$ cat src/rtl/cla_adder_exerciser.sv
// Exhaustive stimulus driver and checker for a combinational WIDTH-bit adder.
// Sweeps every {A,B,Cin}, waits SETTLE_CYCLES per vector, compares against A+B+Cin.
module cla_adder_exerciser #(
  parameter int WIDTH         = 4,
  parameter int SETTLE_CYCLES = 2,
  parameter int STOP_ON_FAIL  = 0
) (
  input  logic                 clk,
  input  logic                 rst,
  input  logic                 start,
  output logic [WIDTH-1:0]     dut_a,
  output logic [WIDTH-1:0]     dut_b,
  output logic                 dut_cin,
  input  logic [WIDTH-1:0]     dut_sum,
  input  logic                 dut_cout,
  output logic                 busy,
  output logic                 done,
  output logic                 pass,
  output logic [15:0]          err_count,
  output logic [2*WIDTH+1:0]   vec_count,
  output logic [WIDTH-1:0]     fail_a,
  output logic [WIDTH-1:0]     fail_b,
  output logic                 fail_cin,
  output logic                 fail_valid
);

  localparam int IW = 2 * WIDTH + 1;
  localparam int VW = 2 * WIDTH + 2;
  localparam int CW = (SETTLE_CYCLES > 1) ? $clog2(SETTLE_CYCLES) : 1;

  localparam logic [IW-1:0] IDX_ZERO    = {IW{1'b0}};
  localparam logic [IW-1:0] IDX_ONE     = {{(IW-1){1'b0}}, 1'b1};
  localparam logic [IW-1:0] IDX_LAST    = {IW{1'b1}};
  localparam logic [VW-1:0] VEC_ZERO    = {VW{1'b0}};
  localparam logic [VW-1:0] VEC_ONE     = {{(VW-1){1'b0}}, 1'b1};
  localparam logic [CW-1:0] CNT_ZERO    = {CW{1'b0}};
  localparam logic [CW-1:0] CNT_ONE     = {{(CW-1){1'b0}}, 1'b1};
  localparam logic [CW-1:0] SETTLE_LAST = CW'(SETTLE_CYCLES - 1);
  localparam logic          STOP_EN     = (STOP_ON_FAIL != 0);

  typedef enum logic [1:0] {
    S_IDLE   = 2'd0,
    S_SETTLE = 2'd1,
    S_CHECK  = 2'd2,
    S_DONE   = 2'd3
  } state_t;

  state_t          state_q, state_d;
  logic [IW-1:0]   idx_q, idx_d;
  logic [CW-1:0]   cnt_q, cnt_d;
  logic            done_q, done_d;
  logic [15:0]     err_q, err_d;
  logic [VW-1:0]   vec_q, vec_d;
  logic [IW-1:0]   fail_idx_q, fail_idx_d;
  logic            fail_valid_q, fail_valid_d;

  logic [WIDTH:0]  expected_s;
  logic            mismatch_s;

  // The driven operands are slices of the registered vector index, so they only
  // move when the index register is loaded.
  assign dut_a      = idx_q[2*WIDTH:WIDTH+1];
  assign dut_b      = idx_q[WIDTH:1];
  assign dut_cin    = idx_q[0];
  assign busy       = (state_q == S_SETTLE) || (state_q == S_CHECK);
  assign done       = done_q;
  assign pass       = done_q && (err_q == 16'd0);
  assign err_count  = err_q;
  assign vec_count  = vec_q;
  assign fail_a     = fail_idx_q[2*WIDTH:WIDTH+1];
  assign fail_b     = fail_idx_q[WIDTH:1];
  assign fail_cin   = fail_idx_q[0];
  assign fail_valid = fail_valid_q;

  assign expected_s = {1'b0, dut_a} + {1'b0, dut_b} + {{WIDTH{1'b0}}, dut_cin};
  assign mismatch_s = (expected_s != {dut_cout, dut_sum});

  // State and datapath registers.
  always_ff @(posedge clk or posedge rst) begin
    if (rst) begin
      state_q      <= S_IDLE;
      idx_q        <= IDX_ZERO;
      cnt_q        <= CNT_ZERO;
      done_q       <= 1'b0;
      err_q        <= 16'd0;
      vec_q        <= VEC_ZERO;
      fail_idx_q   <= IDX_ZERO;
      fail_valid_q <= 1'b0;
    end else begin
      state_q      <= state_d;
      idx_q        <= idx_d;
      cnt_q        <= cnt_d;
      done_q       <= done_d;
      err_q        <= err_d;
      vec_q        <= vec_d;
      fail_idx_q   <= fail_idx_d;
      fail_valid_q <= fail_valid_d;
    end
  end

  // Sweep sequencing, result accumulation and first-failure capture.
  always_comb begin
    state_d      = state_q;
    idx_d        = idx_q;
    cnt_d        = cnt_q;
    done_d       = done_q;
    err_d        = err_q;
    vec_d        = vec_q;
    fail_idx_d   = fail_idx_q;
    fail_valid_d = fail_valid_q;

    case (state_q)
      S_IDLE, S_DONE: begin
        if (start) begin
          state_d      = S_SETTLE;
          idx_d        = IDX_ZERO;
          cnt_d        = CNT_ZERO;
          done_d       = 1'b0;
          err_d        = 16'd0;
          vec_d        = VEC_ZERO;
          fail_idx_d   = IDX_ZERO;
          fail_valid_d = 1'b0;
        end else begin
          state_d = state_q;
        end
      end
      S_SETTLE: begin
        if (cnt_q == SETTLE_LAST) begin
          state_d = S_CHECK;
        end else begin
          cnt_d = cnt_q + CNT_ONE;
        end
      end
      S_CHECK: begin
        vec_d = vec_q + VEC_ONE;
        if (mismatch_s) begin
          if (err_q != 16'hFFFF) begin
            err_d = err_q + 16'd1;
          end else begin
            err_d = err_q;
          end
          if (!fail_valid_q) begin
            fail_idx_d   = idx_q;
            fail_valid_d = 1'b1;
          end else begin
            fail_idx_d = fail_idx_q;
          end
        end else begin
          err_d = err_q;
        end
        // On termination the index is left alone so the operands hold the last vector.
        if ((idx_q == IDX_LAST) || (STOP_EN && mismatch_s)) begin
          state_d = S_DONE;
          done_d  = 1'b1;
        end else begin
          idx_d   = idx_q + IDX_ONE;
          cnt_d   = CNT_ZERO;
          state_d = S_SETTLE;
        end
      end
      default: begin
        state_d = S_IDLE;
      end
    endcase
  end

endmodule

$ cat config.mk
export PLATFORM = sky130hd
export DESIGN_NAME = cla_adder_exerciser
export DESIGN_NICKNAME = d
export VERILOG_FILES = /design/src/rtl/cla_adder_exerciser.sv
export SDC_FILE = /design/constraint.sdc
export NUM_CORES = 1
export LEC_CHECK = 0
export ABC_CLOCK_PERIOD_IN_PS = 3900
export CAP_MARGIN = 20
export CORE_ASPECT_RATIO = 1.75
export CORE_UTILIZATION = 52
export DETAILED_ROUTE_END_ITERATION = 8
export GPL_TIMING_DRIVEN = 1
export PLACE_DENSITY = 0.8
export SLEW_MARGIN = 30
export SYNTH_ARGS = -nofsm -noshare
export SYNTH_HDL_FRONTEND = slang
export SYNTH_SLANG_ARGS = --single-unit
export TNS_END_PERCENT = 1
$ cat constraint.sdc
create_clock -name clk -period 3.9 [get_ports clk]
set_clock_uncertainty 0.2 [all_clocks]
set_input_delay 0.975 -clock clk [delete_from_list [all_inputs] [get_ports clk]]
set_output_delay 0.975 -clock clk [all_outputs]
set_load 0.01 [all_outputs]
==> reports/metrics.yaml <==
vias_per_cell: 5.65
timing.final.crit_share: 0.825
cp.required_ns: 2.72
antenna_violating_nets_post_route: 0
worst_slew_pin_slew_ns: 0.790
hold_class: "reg -> reg"
report.final.setup_viol: 0
p_comb_frac: 0.141
outcome: "finished, final reports clean"
worst-r2r-cell-count: 9
floorplan.die.width_um: 58.3
syn_area_mm2: 0.00288
final.min_clock_period_ns: 3.22
power.switching_fraction: 0.262
via_count_of_the_first_global_routing_pass: 2410
timing.critical_path.max_delay_family: "buffers and inverters"
cts_post_setup_buffers_inserted: 0
layout.core_utilization: 0.683
first_drt_pass_iteration_count: 4
number_of_cts_inserted_buffers: 5
timing.critical_path.slowest_cell_delay_ns: 0.53
reg2reg_setup_slack_ns: 0.75
cp_slowest_cell: "sky130_fd_sc_hd__clkdlybuf4s50_1"
final-max-slew-violation-count: 0
diodes_inserted: 0
worst_r2r_endpoint: "fail_idx_q[0]$_DFFE_PP0P_"
cts_max_path_buffers: 2
dominantRegCellSynth: "sky130_fd_sc_hd__dfrtp_1"
synth.area.top_cells: "sky130_fd_sc_hd__dfrtp_1 (43%), sky130_fd_sc_hd__nand2_1 (6.4%), sky130_fd_sc_hd__ha_1 (4.8%)"
die_y_um: 100
numPlacedInstances: 429
critPathLaunchType: "flop"
critical_path.max_fanout: 6
antenna_found_initial: 0
clkSlewWorstSetupHoldPaths_ns: 0.10
vias: 2468
sort_of_element_at_the_end_of_the_critical_path: "output pin"
drt_first_iter_violations: 119
grt_setup_unrepaired: "no"
layout-area-overhead-vs-synth_pct: 25.5
place_congestion: 0.806
final_cells: 437
overflow: 0
boundaryPins: 56
reg2reg_from: "idx_q[5]$_DFFE_PP0P_"
post_cts_resized: 0
nets: 383
cts-htree-levels: 2
start_util: 0.544
crit_chain: "inv_1 -> ha_1 -> nor4b_1 -> and4_1 -> clkdlybuf4s50_1"
place_hpwl_um: 4930
cellInternalPower_w: 0.000832
fmaxAchievable_mhz: 311
synth_area_leader_cell: "sky130_fd_sc_hd__dfrtp_1"
setup.worst_path.class: "reg -> out"
syn-instance-count: 307
postCtsHoldBufs: 0
total_switching_power_w: 0.000295
seq_power_share: 0.517
yosysSeqAreaShare: 0.426
fp.coreArea_mm2: 0.00530
setup_total_negative_slack_ns: 0
synthesis.nets: 328
row_count: 35
power_w: 0.00113
arr_time_crit_path_ns: 2.04
clock-sinks: 49
combined_buffer_and_inverter_count_along_the_critical_path: 2
insertion_delay_ns: 0.31
synth.lib_cells_used.distinct: 50
yosys_warnings: 0
worstHoldPathCells: 2
number_of_synthesized_register_bits: 49
synth.cells.most_frequent: "sky130_fd_sc_hd__dfrtp_1 (49), sky130_fd_sc_hd__nand2_1 (49), sky130_fd_sc_hd__nor2_1 (23), sky130_fd_sc_hd__nand3_1 (21)"
wire_length_of_the_first_global_routing_pass_um: 11300
worst_ir_drop_vdd_mv: 0.240
p_clk_frac: 0.341
drv_cap: 0
postSynthAreaPerCell_um2: 9.39
hold_violation_total_from_the_final_report: 0
detail_route.drc_violations: 0
port_buffers: 55
slew_headroom: 0.469
grt_max_degree: 42
min_delay_worst_endpoint: "fail_idx_q[5]$_DFFE_PP0P_"
cts_tree: "done"
async_reset_ff_frac: 1.00
p_leak_nw: 1.62
layout-drive-gt1-share: 0.0744
globalRouteTotalUtil: 0.247
timing.hold.worst.start: "fail_idx_q[5]$_DFFE_PP0P_"
hold-worst-slack_ns: 0.326
yosys.area.top_type_share: 0.426
finalWirelength_um: 6740
cts_root_buffer: "sky130_fd_sc_hd__clkbuf_8"
synth_enable_flop_cells: 0
drt-wirelength-per-cell_um: 15.4
dieArea_mm2: 0.00585
p_per_area_mw_per_mm2: 312
## worst max path at each step
stage                             startpoint                         to  slack, ns  depth (start not counted)
floorplan               idx_q[5]$_DFFE_PP0P_  err_count[14]$_DFFE_PP0P_       1.06                          9
global placement                  dut_sum[2]   err_count[1]$_DFFE_PP0P_       0.75                          8
detailed placement                dut_sum[2]   err_count[1]$_DFFE_PP0P_       0.68                          8
CTS                 err_count[0]$_DFFE_PP0P_                       pass       0.70                          5
global route        err_count[0]$_DFFE_PP0P_                       pass       0.55                          5
finish              err_count[0]$_DFFE_PP0P_                       pass       0.68                          5
## worst register-to-register path: cells and delay by family (launching register included)
kind | cells | cell delay, ns
buffers and inverters | 1 | 0.22
adder cells (fa/ha/maj) | 2 | 0.91
flip-flops | 1 | 0.46
XOR/XNOR | 2 | 0.36
AO/OA/AOI/OAI | 3 | 0.74
AND/OR/NAND/NOR | 1 | 0.18
## through the flow
step	worst slack [ns]	cell area (µm²)
after global placement	0.749	3500
after detailed placement	0.678	3500
after global routing	0.554	3620
after CTS	0.696	3620
final	0.681	3620
after floorplan	1.06	2880
## state kept, by name, indices dropped and copies added, names as in the netlist
register    count
done            1
fail_valid      1
fail_idx_q      9
vec_count      10
state_q         2
err_count      16
idx_q           9
cnt_q           1
## cell type report
class / instances / area [µm²]
fill: 430 / 1680
timing repair buffer: 59 / 593
inverter: 12 / 45.0
tap: 74 / 92.6
clock buffer: 6 / 82.6
clock inverter: 2 / 37.5
sequential: 49 / 1230
multi-input combinational: 235 / 1540
## layer usage
layer  vias to the layer above  track usage  wire length (µm)
li1                       1193            -                 -
met5                         -            0                 0
met4                         0       0.0934               123
met1                      1197        0.282              2690
met2                        67        0.455              3730
met3                        11       0.0321               200
## cells in the final DEF (no fill, tap or decap), types with 2 or more instances in the layout
cell,instances
sky130_fd_sc_hd__a21oi_1,9
sky130_fd_sc_hd__nand3_1,21
sky130_fd_sc_hd__buf_4,3
sky130_fd_sc_hd__xnor2_1,6
sky130_fd_sc_hd__and3_1,6
sky130_fd_sc_hd__and2_1,4
sky130_fd_sc_hd__nor3_1,3
sky130_fd_sc_hd__o21ai_1,11
sky130_fd_sc_hd__or2_2,2
sky130_fd_sc_hd__o41ai_1,3
sky130_fd_sc_hd__ha_1,11
sky130_fd_sc_hd__nor2_1,23
sky130_fd_sc_hd__xor2_1,14
sky130_fd_sc_hd__nor4b_1,2
sky130_fd_sc_hd__fa_1,2
sky130_fd_sc_hd__dfrtp_1,49
sky130_fd_sc_hd__nor4_1,2
sky130_fd_sc_hd__nand2_1,49
sky130_fd_sc_hd__nand4_1,5
sky130_fd_sc_hd__clkbuf_8,6
sky130_fd_sc_hd__inv_1,11
sky130_fd_sc_hd__o21ai_0,14
sky130_fd_sc_hd__a21o_1,6
sky130_fd_sc_hd__clkdlybuf4s50_1,55
sky130_fd_sc_hd__and4_1,4
sky130_fd_sc_hd__o31ai_1,10
sky130_fd_sc_hd__nand4b_1,5
sky130_fd_sc_hd__or3_1,3
## power groups by stage
stage / clock [W] / combinational [W] / sequential [W]
5_1_grt: 0.000405 / 0.000178 / 0.000590
2_1_floorplan: 0 / 0.0000647 / 0.000594
3_5_place_dp: 0 / 0.000160 / 0.000591
4_1_cts: 0.000390 / 0.000161 / 0.000581
6_report: 0.000385 / 0.000159 / 0.000583
3_3_place_gp: 0 / 0.000156 / 0.000592
## cells by family (layout without fill, tap and decap cells)
kind of cell | after synthesis | in the layout | share of synthesized area
compound gates | 61 | 61 | 0.140
xor+xnor | 21 | 21 | 0.0664
fa+ha+maj | 13 | 13 | 0.0617
buf+inv | 23 | 79 | 0.0399
flops | 49 | 49 | 0.426
mux | 2 | 2 | 0.00868
simple gates | 138 | 138 | 0.258
Power figures use the tool's default switching activity.
==> RTL change 1 (same flow settings) <==
Add an input register stage for `start`, `dut_sum` and `dut_cout`, with the module's reset; this delays them by one clock.
--- a/src/rtl/cla_adder_exerciser.sv
+++ b/src/rtl/cla_adder_exerciser.sv
@@ -47,2 +47,18 @@
 
+  logic start_q;
+  logic [WIDTH-1:0] dut_sum_q;
+  logic dut_cout_q;
+
+  always_ff @(posedge clk or posedge rst) begin
+    if (rst) begin
+      start_q    <= '0;
+      dut_sum_q  <= '0;
+      dut_cout_q <= '0;
+    end else begin
+      start_q    <= start;
+      dut_sum_q  <= dut_sum;
+      dut_cout_q <= dut_cout;
+    end
+  end
+
   state_t          state_q, state_d;
@@ -75,3 +91,3 @@
   assign expected_s = {1'b0, dut_a} + {1'b0, dut_b} + {{WIDTH{1'b0}}, dut_cin};
-  assign mismatch_s = (expected_s != {dut_cout, dut_sum});
+  assign mismatch_s = (expected_s != {dut_cout_q, dut_sum_q});
 
@@ -113,3 +129,3 @@
       S_IDLE, S_DONE: begin
-        if (start) begin
+        if (start_q) begin
           state_d      = S_SETTLE;
Function: changed (a bounded check fails within 4 cycles, from zero or initial values and one cycle with rst high).
==> RTL change 1 against the unedited design <==
- cell area rose by 9.0%
- count of clock-buffer cells in the layout did not move
- first-iteration DRC count rose by 23%
- area after synthesis rose by 12%
- setup slack got worse by 150 ps
- wire length rose by 20%
- via count rose by 20%
- sequential cell count rose by 6
- global-route usage rose by 2.3 points
- critical endpoint is now fail_idx_q[0]
- largest cell class unchanged
Power is not compared: it rests on default switching activity, and its combinational part moved more than twofold at a synthesized area within 25%.
==> RTL change 1: results (changes against the unedited design) <==
Status - completed
GRT Overall Usage - 27.0% (+2.3 points)
Top cells by count, synth - 55 x dfrtp_1, 34 x nand2_1, 27 x inv_1, 20 x o21ai_0, 18 x o211ai_1
Via count - 2963 (+20%)
Final Routed Wirelength - 8.12 mm (+20%)
DRT iter0 DRCs - 146 (+23%)
Fin nets - 414 (+8.1%)
Area contributors post-synth - dfrtp_1 42%, ha_1 4.2%, o211ai_1 4.2%
Hold path depth - 1 (-1)
Pre-CTS WS - 578 ps (-100 ps)
Fill cell count - 519 (+21%)
Sequential-to-total area share from yosys stat - 42.5% (-0.082 points)
Layout cells sized above 1 - 5.85% (-1.6 points)
Synth unique cells - 49 (-2.0%)
GP Congestion - 0.875 (+8.6%)
Vias in the first global route - 2907 (+21%)
Worst Path Max Fanout - 24 (+18)
Pin count of the biggest net entering global routing - 56 (+33%)
Placed cell areas - 3850 um2 (+10%)
First-pass GRT wire length - 13.3 mm (+18%)
Area of the multi-input gates - 1700 um2 (+10%)
Arrival time at the worst endpoint - 3410 ps (+1370 ps)
R2R depth - 7 (-2)
Post-DP HPWL - 5.59 mm (+13%)
Syn nets - 366 (+12%)
RTL change 1: metal layers:
| layer | vias up | global-route usage [%] | routed length [um] |
|---|---|---|---|
| li1 | 1372 | - | - |
| met1 | 1436 | 32.3 | 3050 |
| met2 | 130 | 43.9 | 4290 |
| met3 | 25 | 4.38 | 481 |
| met4 | 0 | 15.7 | 294 |
| met5 | - | 0 | 0 |
RTL change 1: worst max-delay path, stage by stage (launching register included):
cell and delay [ps]:
dfrtp_1 500, fa_1 490, fa_1 440, a21o_1 200
a21oi_1 340, xor2_2 220, a21oi_4 620, a32o_1 280
RTL change 1: stage by stage:
stage          hold slack [ps]  total power [mW]  std cells
2_1_floorplan              308              1.08        345
3_3_place_gp               281              1.25        464
3_5_place_dp               281              1.28        464
4_1_cts                    301              1.60        471
5_1_grt                    327              1.70        471
6_report                   296              1.61        471
RTL change 1: cell type report:
class / count / area share, %
repair buffers: 59 / 14.7
multi-input cells: 245 / 43.1
well taps: 78 / 2.48
flip-flops and latches: 55 / 34.9
clock inverters: 1 / 0.127
inverters: 27 / 2.57
clock buffers: 6 / 2.10
RTL change 1: path summary, 6_finish.rpt:
check	slack, ps	endpoint	start
max in group asynchronous	2080	fail_idx_q[7]	rst
worst max-delay path	530	fail_idx_q[0]	idx_q[1]
worst max register to register	530	fail_idx_q[0]	idx_q[1]
min in group asynchronous	950	state_q[1]	rst
worst min register to register	300	fail_idx_q[3]	fail_idx_q[3]
worst min-delay path	300	fail_idx_q[3]	fail_idx_q[3]
RTL change 1: logic make-up (layout without fill, tap and decap cells):
group	after synthesis	in the layout	synth area share [%]
simple gates	128	128	21.4
xor+xnor	13	13	4.17
flops	55	55	42.5
buf+inv	45	93	5.75
mux	5	5	1.62
fa+ha+maj	13	13	5.48
compound gates	86	86	19.1
RTL change 1: power by group:
part,total [mW],internal (mW),leakage (nW),switching [mW]
Clock,0.324,0.140,0.0470,0.184
Combinational,0.622,0.215,0.834,0.407
Sequential,0.660,0.612,0.746,0.0482
Total,1.61,0.967,1.63,0.639
==> RTL change 2 (same flow settings) <==
Without the edit above. Set the parameter `WIDTH` to 6 (it was 4).
--- a/src/rtl/cla_adder_exerciser.sv
+++ b/src/rtl/cla_adder_exerciser.sv
@@ -3,3 +3,3 @@
 module cla_adder_exerciser #(
-  parameter int WIDTH         = 4,
+  parameter int WIDTH         = 6,
   parameter int SETTLE_CYCLES = 2,
Interface: changed (6 resized); port bits go from 56 to 70. The function was not compared with the original's and may differ.
==> RTL change 2 against the unedited design <==
- die area up 23%
- combinational power rose by 55%
- area after synthesis rose by 24%
- count of clock-buffer cells in the layout rose by 4
- wire length is 33% higher
- total power is 58% higher
- sequential cell count increased by 12
- cell area increased by 27%
- first-iteration DRC count increased by 130%
- setup slack got worse by 300 ps
- critical path type is now register to register
- critical endpoint is now fail_idx_q[12]
- largest cell class unchanged
- largest power group is now the clock network
- highest routed layer unchanged
==> RTL change 2: results (changes against the unedited design) <==
Syn nets - 398 (+21%)
GRT Overall Usage - 26.3% (+1.6 points)
R2R Path End - fail_idx_q[12]
Worst Path Max Fanout - 22 (+16)
Pre-CTS WS - 390 ps (-288 ps)
Post-Layout Cell Count - 532 (+22%)
Fraction of area in multi-input gates - 40.2% (-2.4 points)
Area contributors post-synth - dfrtp_1 43%, ha_1 4.2%, nand2_1 3.8%
Synth Area in Adders - 5.34% (-0.83 points)
Status - completed
Number of non-clock buffers - 73 (+24%)
Buffer share of cell area - 15.9% (-0.46 points)
Placed cell count - 516 (+20%)
Slowest cell on the critical path - fa_1
Worst Setup End Kind - register
Clk tree area frac - 6.36% (+3.0 points)
Synth unique cells - 57 (+14%)
Via/cell ratio - 5.92 (+4.9%)
Multiplexer share of the synthesized area - 4.60% (+3.7 points)
WL/cell - 16.8 um (+9.1%)
Logic inverters - 26 (+14)
PortBufs - 69 (+25%)
First-pass GRT wire length - 14.8 mm (+31%)
VDD IR max - 0.000418 V (+74%)
Clock Buffer Count - 10 (+4)
Tapcells inserted - 82 (+11%)
Final worst path period share - 90.1% (+7.6 points)
Fill cell count - 531 (+23%)
GP Congestion - 0.857 (+6.4%)
Post-DP HPWL - 6.26 mm (+27%)
Multi-input gates - 274 (+17%)
Min Hold Slack - 321 ps (-4.66 ps)
RTL change 2: power by group:
part           internal (mW)  switching [mW]
registers              0.683          0.0780
logic                  0.144           0.104
clock network          0.493           0.282
total                   1.32           0.464
RTL change 2: per-layer routing:
metal / track usage [%] / part of all wire [%] / vias up
li1: - / - / 1478
met1: 31.4 / 40 / 1542
met2: 44.8 / 53 / 111
met3: 5.74 / 4.8 / 20
met4: 11.1 / 2.3 / 0
met5: 0 / 0 / -
RTL change 2: worst min-delay path by stage:
stage / start / end
2_1_floorplan: state_q[1] / state_q[1]
3_3_place_gp: fail_idx_q[1] / fail_idx_q[1]
3_5_place_dp: fail_idx_q[1] / fail_idx_q[1]
4_1_cts: fail_idx_q[1] / fail_idx_q[1]
5_1_grt: fail_idx_q[6] / fail_idx_q[6]
6_report: fail_idx_q[1] / fail_idx_q[1]
RTL change 2: tightest hold or removal path: cells and delay by family, from the launching register on:
family,cells,cell delay (ps)
flops,1,370
mux,1,50
buf+inv,1,50
